## src/rtl/rom_stream_pkg.sv

```systemverilog
// rom_stream_pkg: shared state encoding and default widths for the ROM stream reader.
`default_nettype none

package rom_stream_pkg;

   localparam int ROM_ADDR_W     = 8;
   localparam int ROM_DATA_W     = 8;
   localparam int ROM_FIFO_DEPTH = 2;

   typedef enum logic [1:0] {
      S_IDLE  = 2'd0,
      S_READ  = 2'd1,
      S_DRAIN = 2'd2
   } state_t;

endpackage

`default_nettype wire

```

## src/rtl/rom_stream_fifo.sv

```systemverilog
// rom_stream_fifo: small synchronous FIFO with a combinational head output.
`default_nettype none

module rom_stream_fifo
   import rom_stream_pkg::*;
#(
   parameter int WIDTH = ROM_DATA_W + 1,
   parameter int DEPTH = ROM_FIFO_DEPTH
) (
   input  logic             clk,
   input  logic             reset,
   input  logic             push,
   input  logic             pop,
   input  logic [WIDTH-1:0] din,
   output logic [WIDTH-1:0] head,
   output logic             full,
   output logic             empty
);

   localparam int PTR_W = $clog2(DEPTH);

   logic [WIDTH-1:0] mem [DEPTH];
   logic [PTR_W-1:0] wr_ptr;
   logic [PTR_W-1:0] rd_ptr;
   logic [PTR_W:0]   count;
   logic             do_push;
   logic             do_pop;

   // A push into a full FIFO is legal when the head leaves in the same cycle.
   assign do_push = push & (~full | pop);
   assign do_pop  = pop & ~empty;

   always_ff @(posedge clk) begin
      if (do_push) begin
         mem[wr_ptr] <= din;
      end
   end

   always_ff @(posedge clk or posedge reset) begin
      if (reset) begin
         wr_ptr <= '0;
         rd_ptr <= '0;
         count  <= '0;
      end else begin
         if (do_push) begin
            wr_ptr <= wr_ptr + 1'b1;
         end
         if (do_pop) begin
            rd_ptr <= rd_ptr + 1'b1;
         end
         case ({do_push, do_pop})
            2'b10:   count <= count + 1'b1;
            2'b01:   count <= count - 1'b1;
            default: count <= count;
         endcase
      end
   end

   assign full  = count[PTR_W];
   assign empty = (count == '0);
   assign head  = mem[rd_ptr];

endmodule

`default_nettype wire

```

## src/rtl/rom_stream_reader.sv

```systemverilog
// rom_stream_reader: turns (start address, length) requests into a valid/ready byte stream
// read from a combinational ROM, buffered by a small FIFO against back-pressure.
`default_nettype none

module rom_stream_reader
   import rom_stream_pkg::*;
#(
   parameter int ADDR_W     = ROM_ADDR_W,
   parameter int DATA_W     = ROM_DATA_W,
   parameter int FIFO_DEPTH = ROM_FIFO_DEPTH
) (
   input  logic              clk,
   input  logic              reset,
   input  logic              start,
   input  logic [ADDR_W-1:0] start_addr,
   input  logic [ADDR_W:0]   length,
   output logic              busy,
   output logic              done,
   output logic [ADDR_W-1:0] rom_address,
   output logic              rom_read_en,
   output logic              rom_ce,
   input  logic [DATA_W-1:0] rom_data,
   output logic [DATA_W-1:0] out_data,
   output logic              out_valid,
   input  logic              out_ready,
   output logic              out_last
);

   state_t            state;
   state_t            state_nxt;
   logic [ADDR_W-1:0] addr;
   logic [ADDR_W:0]   remaining;
   logic              done_nxt;
   logic              issue;
   logic              pop;
   logic              fifo_full;
   logic              fifo_empty;
   logic [DATA_W:0]   fifo_head;
   logic              head_last;
   logic              last_word;

   assign pop       = ~fifo_empty & out_ready;
   assign head_last = fifo_head[0];
   assign last_word = (remaining == (ADDR_W+1)'(1));

   always_ff @(posedge clk or posedge reset) begin
      if (reset) begin
         state <= S_IDLE;
      end else begin
         state <= state_nxt;
      end
   end

   always_comb begin
      state_nxt = state;
      issue     = 1'b0;
      done_nxt  = 1'b0;
      case (state)
         S_IDLE: begin
            if (start) begin
               if (length != '0) begin
                  state_nxt = S_READ;
               end else begin
                  done_nxt = 1'b1;
               end
            end
         end
         S_READ: begin
            issue = (remaining != '0) && (!fifo_full || pop);
            if ((remaining == '0) || (issue && last_word)) begin
               state_nxt = S_DRAIN;
            end
         end
         S_DRAIN: begin
            // Only the final word carries the last flag, so popping it ends the drain.
            if (fifo_empty || (pop && head_last)) begin
               state_nxt = S_IDLE;
               done_nxt  = 1'b1;
            end
         end
         default: state_nxt = S_IDLE;
      endcase
   end

   always_ff @(posedge clk or posedge reset) begin
      if (reset) begin
         addr      <= '0;
         remaining <= '0;
         done      <= 1'b0;
      end else begin
         done <= done_nxt;
         if ((state == S_IDLE) && start && (length != '0)) begin
            addr      <= start_addr;
            remaining <= length;
         end else if (issue) begin
            addr      <= addr + 1'b1;
            remaining <= remaining - 1'b1;
         end
      end
   end

   rom_stream_fifo #(
      .WIDTH (DATA_W + 1),
      .DEPTH (FIFO_DEPTH)
   ) u_fifo (
      .clk   (clk),
      .reset (reset),
      .push  (issue),
      .pop   (pop),
      .din   ({rom_data, last_word}),
      .head  (fifo_head),
      .full  (fifo_full),
      .empty (fifo_empty)
   );

   assign busy        = (state != S_IDLE);
   assign rom_address = addr;
   assign rom_read_en = issue;
   assign rom_ce      = issue;
   assign out_valid   = ~fifo_empty;
   assign out_data    = fifo_empty ? '0 : fifo_head[DATA_W:1];
   assign out_last    = ~fifo_empty & head_last;

endmodule

`default_nettype wire

```

## config.mk

```make
export PLATFORM = sky130hd
export DESIGN_NAME = rom_stream_reader
export DESIGN_NICKNAME = d
export VERILOG_FILES = /design/src/rtl/rom_stream_pkg.sv /design/src/rtl/rom_stream_fifo.sv /design/src/rtl/rom_stream_reader.sv
export SDC_FILE = /design/constraint.sdc
export NUM_CORES = 1
export LEC_CHECK = 0
export CORE_MARGIN = 1
export CORE_UTILIZATION = 25
export DETAILED_ROUTE_END_ITERATION = 7
export GPL_ROUTABILITY_DRIVEN = 0
export SYNTH_ARGS = -nofsm -noshare
export SYNTH_HDL_FRONTEND = slang
export SYNTH_HIERARCHICAL = 1
export SYNTH_SLANG_ARGS = --single-unit
```

## constraint.sdc

```tcl
create_clock -name clk -period 2.1 [get_ports clk]
set_input_delay 0.315 -clock clk [delete_from_list [all_inputs] [get_ports clk]]
set_output_delay 0.315 -clock clk [all_outputs]
set_load 0.02 [all_outputs]
```

; After elaboration in Yosys (flattened, before gate mapping)
; Memory sizes are Yosys's and may differ from the RTL's.
; Cells that the tools add are included.
; W data, S select, Z words.
[totals]
out_inout_bits = 22
mem_count = 1
word_cells = 66
in_bits = 29
ff_bits = 24
ramBits = 18
[memory_table]
columns = memory, depth, width, read_ports, rd_clocked_by_memory_dff, wr, line_no
row1 = u_fifo.mem, 2, 9, 1, 0, 1, rom_stream_fifo.sv:22  ; logic [WIDTH-1:0] mem [DEPTH];
[classes]
n_eq_ne = 9
muxes = 18
addsub = 6
n_reduce_logical = 18
bitwise = 7
[ops]
columns = operator, n
row1 = $mux W8, 3
row2 = $mux W9, 2
row3 = $reduce_bool A9 Y1, 2
row4 = $eq A9 B1 Y1 const B, 1
row5 = $logic_not A9 Y1, 1
row6 = $sub A9 B1 Y9 const B, 1
row7 = $add A8 B1 Y8 const B, 1
row8 = $mux W2, 4
row9 = $mux W1, 6
row10 = $ne A2 B2 Y1 const B, 3
row11 = $pmux W2 S3, 1
row12 = $reduce_bool A2 Y1, 3
row13 = $logic_and A1 B1 Y1, 5
row14 = $and A1 B1 Y1, 4
row15 = $eq A2 B1 Y1 const B, 2
row16 = $eq A2 B2 Y1 const B, 2
row17 = $logic_not A2 Y1, 2
row18 = $pmux W2 S2, 1
row19 = $reduce_and A4 Y1, 1
row20 = $logic_or A1 B1 Y1, 3
row21 = $add A1 B1 Y1 const B, 2
row22 = $add A2 B1 Y2 const B, 1
row23 = $ne A2 B1 Y1 const B, 1
row24 = $not A1 Y1, 2
row25 = other kinds (4), 4

; Depth between registers and ports, before layout
[logic_depth]
word_depth = 9
depth_mapped = 11
ltp_nobuf = 10

; Cells and area by module
; The synthesis kept the hierarchy.
[by_module_without_submodules]
columns = mod, cells_per_inst, area_per_inst_um2, n_inst
row1 = rom_stream_reader, 150, 1391.3, 1
row2 = rom_stream_fifo, 47, 857.1, 1

; Worst setup path before layout
; OpenSTA, ideal clock, no wires.
[synth_path]
path_type = reg-to-reg
start = reg remaining[0]
end = mem u_fifo/mem[1][0] (netlist name), enable pin
required_ns = 1.726
setup_time_ns = 0.374
path_slack_ns = -0.433
path_stages_with_launch = 9
arrival_time_ns = 2.159
cell_sequence = dfrtp_1 -> inv_1 -> ha_1 -> nor2b_1 -> and3_1 -> clkbuf_1 -> nor2_1 -> o21ai_4 -> nor2_1
[synth_between]
elab_chain_len = 6
[synth_lines]
columns = element, line_no
row1 = start: declaration, rom_stream_reader.sv:32  ; logic [ADDR_W:0] remaining;
row2 = start signal: assignment, rom_stream_reader.sv:94  ; remaining <= length;
row3 = start signal: assignment, rom_stream_reader.sv:97  ; remaining <= remaining - 1'b1;
row4 = $reduce_bool A9 Y1, rom_stream_reader.sv:69  ; issue = (remaining != '0) && (!fifo_full || pop);
row5 = $logic_and A1 B1 Y1, rom_stream_reader.sv:69
row6 = $mux W1, rom_stream_reader.sv:58  ; case (state)
row7 = via rom_ce, rom_stream_reader.sv:21  ; output logic rom_ce,
row8 = $and A1 B1 Y1, rom_stream_fifo.sv:30  ; assign do_push = push & (~full | pop);
row9 = $mux W1, rom_stream_fifo.sv:34  ; if (do_push) begin
row10 = $mux W1 (not written as such), rom_stream_fifo.sv:35  ; mem[wr_ptr] <= din;
row11 = end: declaration, rom_stream_fifo.sv:22
; The timed path passes the listed nets, and every way through them passes these cells.

; Worst setup path after layout
[layout_path]
start = in length[4]
end = reg addr[5] (netlist: rom_address[5])
[layout_between]
elab_chain_len = 3
[layout_lines]
columns = element, line_no
row1 = start: declaration, rom_stream_reader.sv:16  ; input logic [ADDR_W:0] length,
row2 = $reduce_bool A9 Y1 (*), rom_stream_reader.sv:92  ; if ((state == S_IDLE) && start && (length != '0)) begin
row3 = $logic_and A1 B1 Y1 (*), rom_stream_reader.sv:92
row4 = $mux W8 / $reduce_bool A2 Y1 (equally long branches), --
row5 = end signal: assignment, rom_stream_reader.sv:93  ; addr <= start_addr;
row6 = end signal: assignment, rom_stream_reader.sv:96  ; addr <= addr + 1'b1;
row7 = end: declaration, rom_stream_reader.sv:31  ; logic [ADDR_W-1:0] addr;
; Mark *: on every way between the ends. The rest lies on a longest branch, timed or not.
; A chain may end at the register's enable or synchronous reset.

==> results.cfg <==
[run_status]
status = finished clean

[power]
ir_worst_vdd_mv = 0.5072
leakage_nw = 1.301
powerDensity_nw_per_um2 = 1510

[sta]
rsz0062_at_grt = no
hold_violations = 0
final-setup-viol-count = 0
min_period_ns = 2.011
finalWorstSetupSlack_ns = 0.08878
worst_pin_slew_ns = 0.2774
slew_violations = 0
final.setup.tns_ns = 0
slew-limit-headroom = 0.8150
skew_ns = 0.005567
fin_crit_sh = 0.9577
fmax_ghz = 0.4972

[min_path]
hold_class = input port to async pin

[global_routing]
grt_pass1_vias = 1756
met1_usage = 0.1619
grt_overflow = 0
antenna_found_initial = 0
grt_start_max_net_pins = 21
grt_pass1_wl_mm = 8.928
grtUsageMet2 = 0.1869
grt_use_met3 = 0.03107
grt_use_total = 0.1206
globalRoute.busiestLayer = met2

[synthesis]
synth_cell_type_count = 47
ys_seq_area_frac = 0.5075
synth_ff_type = dfrtp_1
ys_async_sr_fraction = 0.5714
synth_fp_nets = 231
syn_avg_cell_area_um2 = 11.41
ys_warn_count = 6
synth-edff-count = 18
netlist_area_um2 = 2248
synth-seq-cells = 42
synthCells = 197

[cts]
clkSinkCount = 42
cts-root-buf = clkbuf_8
clockBufferDepth = 2
clock_latency_ns = 0.29
clk_pin_slew_ns = 0.08
cts_tree = done
h-tree-depth = 2
cts_buffers = 5

[route]
routed_wl_mm = 5.492
vias = 1843
first_iter_violations = 35
ant_nets = 0
drt_drc_violations_left = 0
vias_per_cell = 4.726
dr.pass1.iters = 4
wl_per_cell_um = 14.08

[die]
top_level_ports = 51
die_w_um = 96.84
die_h_um = 96.84
coreArea_um2 = 8721
die-area_um2 = 9377
rows = 34
start_util = 0.2578

[cells_and_area]
syn2layout_area_growth_pct = 44.74
antenna_cells = 0
n_fill_cell = 870
drive_gt1_frac = 0.2624
nets = 315

[worst_setup_path]
worstPathRequired_ns = 2.28
r2r_end = u_fifo/count[1]
cp_max_fo = 6
cp-startpoint = length[4]
crit_arrival_ns = 2.20
rr_startpoint = remaining[0]
cp-start-kind = input port
cpPeakStageDelay_ns = 0.55
worstPathCellList = clkdlybuf4s50_1 > or4_4 > o31a_1 > buf_4 > a221o_1
endpoint_kind = flop
cp_slowest_cell = or4_4
rr_worst_depth = 10
rrSetupSlack_ns = 0.12
critPathKind = input port to flop
critPathCapture = rom_address[5]

[run]
drv_cap = 0

[placed_design]
dpl.hpwl_mm = 4.057
place_ws_ns = -0.2413
io_buffers = 50
-- how the worst min path moves through the flow --
stage / from / end / slack, ns / depth (start not counted)
detailed placement: state[0] / done / 0.49 / 1
global route: reset / u_fifo/rd_ptr / 0.25 / 2
finish: reset / u_fifo/rd_ptr / 0.23 / 2
global placement: state[0] / done / 0.49 / 1
CTS: reset / u_fifo/rd_ptr / 0.23 / 2
floorplan: reset / u_fifo/count[0] / 0.08 / 1
-- flip-flops by register name (all words and copies together), names as in the netlist --
| signal | cells |
|---|---|
| u_fifo/rd_ptr | 1 |
| done | 1 |
| u_fifo/wr_ptr | 1 |
| remaining | 9 |
| u_fifo/count | 2 |
| state | 2 |
| u_fifo/mem | 18 |
| rom_address | 8 |
-- cell usage after synthesis, drive strengths merged, types with 6 or more instances --
master,count,area [um^2]
nor2,7,26.28
a211oi,11,82.58
nand2b,6,37.54
o21ai,9,56.30
nor2b,11,71.32
nand2,7,26.28
a221o,12,120.1
dfrtp,24,600.6
or3,7,43.79
edfxtp,18,540.5
mux2,9,101.4
inv,11,41.29
-- routing by layer --
metal / up-vias / share of wire
met5: - / 0
met4: 0 / 0.015
met3: 10 / 0.049
met2: 63 / 0.46
met1: 855 / 0.47
li1: 915 / -
-- critical path, delay by kind of cell --
| family | cells | cell delay [ns] |
|---|---|---|
| AO/OA/AOI/OAI | 2 | 0.70 |
| AND/OR/NAND/NOR | 1 | 0.55 |
| buffers and inverters | 2 | 0.63 |
-- stage by stage --
step	instance area [um^2]	instances	hold slack [ns]	total power, mW	util
finish	3254	390	0.2253	4.914	0.3732
floorplan	2261	197	0.08108	3.159	-
global route	3254	390	0.2501	5.262	0.3732
global placement	3100	378	0.4879	4.274	0.3555
CTS	3233	390	0.2281	4.944	0.3707
detailed placement	3100	378	0.4896	4.322	0.3555
-- area by class of cell --
cell class | instances | area [um^2] | share of cell area
Sequential cell | 42 | 1142 | 0.3510
Multi-Input combinational cell | 136 | 1046 | 0.3214
Timing Repair Buffer | 85 | 780.7 | 0.2399
Tap cell | 108 | 135.1 | 0.04152
Clock buffer | 5 | 68.82 | 0.02115
Inverter | 11 | 41.29 | 0.01269
Clock inverter | 3 | 40.04 | 0.01230
-- power by group --
| part | internal, mW | switching, mW |
|---|---|---|
| combinational | 1.43 | 1.37 |
| clock | 0.350 | 0.277 |
| sequential | 1.23 | 0.260 |
-- cells in the final DEF (no fill, tap or decap), types with 4 or more instances in the layout --
cell / instances
a211oi_1: 11
a221o_1: 12
buf_4: 32
clkbuf_8: 5
clkdlybuf4s50_1: 38
dfrtp_1: 23
dlygate4sd2_1: 8
edfxtp_1: 18
ha_1: 4
inv_1: 11
mux2_2: 9
nand2_1: 7
nand2b_1: 6
nand3_1: 4
nor2b_1: 9
nor3_1: 4
o21ai_0: 7
or2_2: 4
or3_1: 7
xnor2_1: 4
-- logic make-up (layout without fill, tap and decap cells) --
| kind of cell | count (synthesis) | after routing | synth area share |
|---|---|---|---|
| adders and majority gates | 5 | 5 | 0.02782 |
| muxes | 9 | 9 | 0.04508 |
| buffers and inverters | 19 | 104 | 0.04229 |
| and+or+nand+nor | 65 | 65 | 0.1708 |
| xor gates and xnor gates | 5 | 5 | 0.01948 |
| AOI/OAI and AO/OA | 52 | 52 | 0.1870 |
| DFF | 42 | 42 | 0.5075 |
-- what timing repair did --
item | 4_1_cts | 5_1_grt
setup endpoints to repair | 11 | 6
buffers inserted | 4 | 0
cloned | 0 | 0
hold buffers | 0 | 0
resized for setup | 13 | 8
Note: power is estimated with default switching activity, not from simulation.
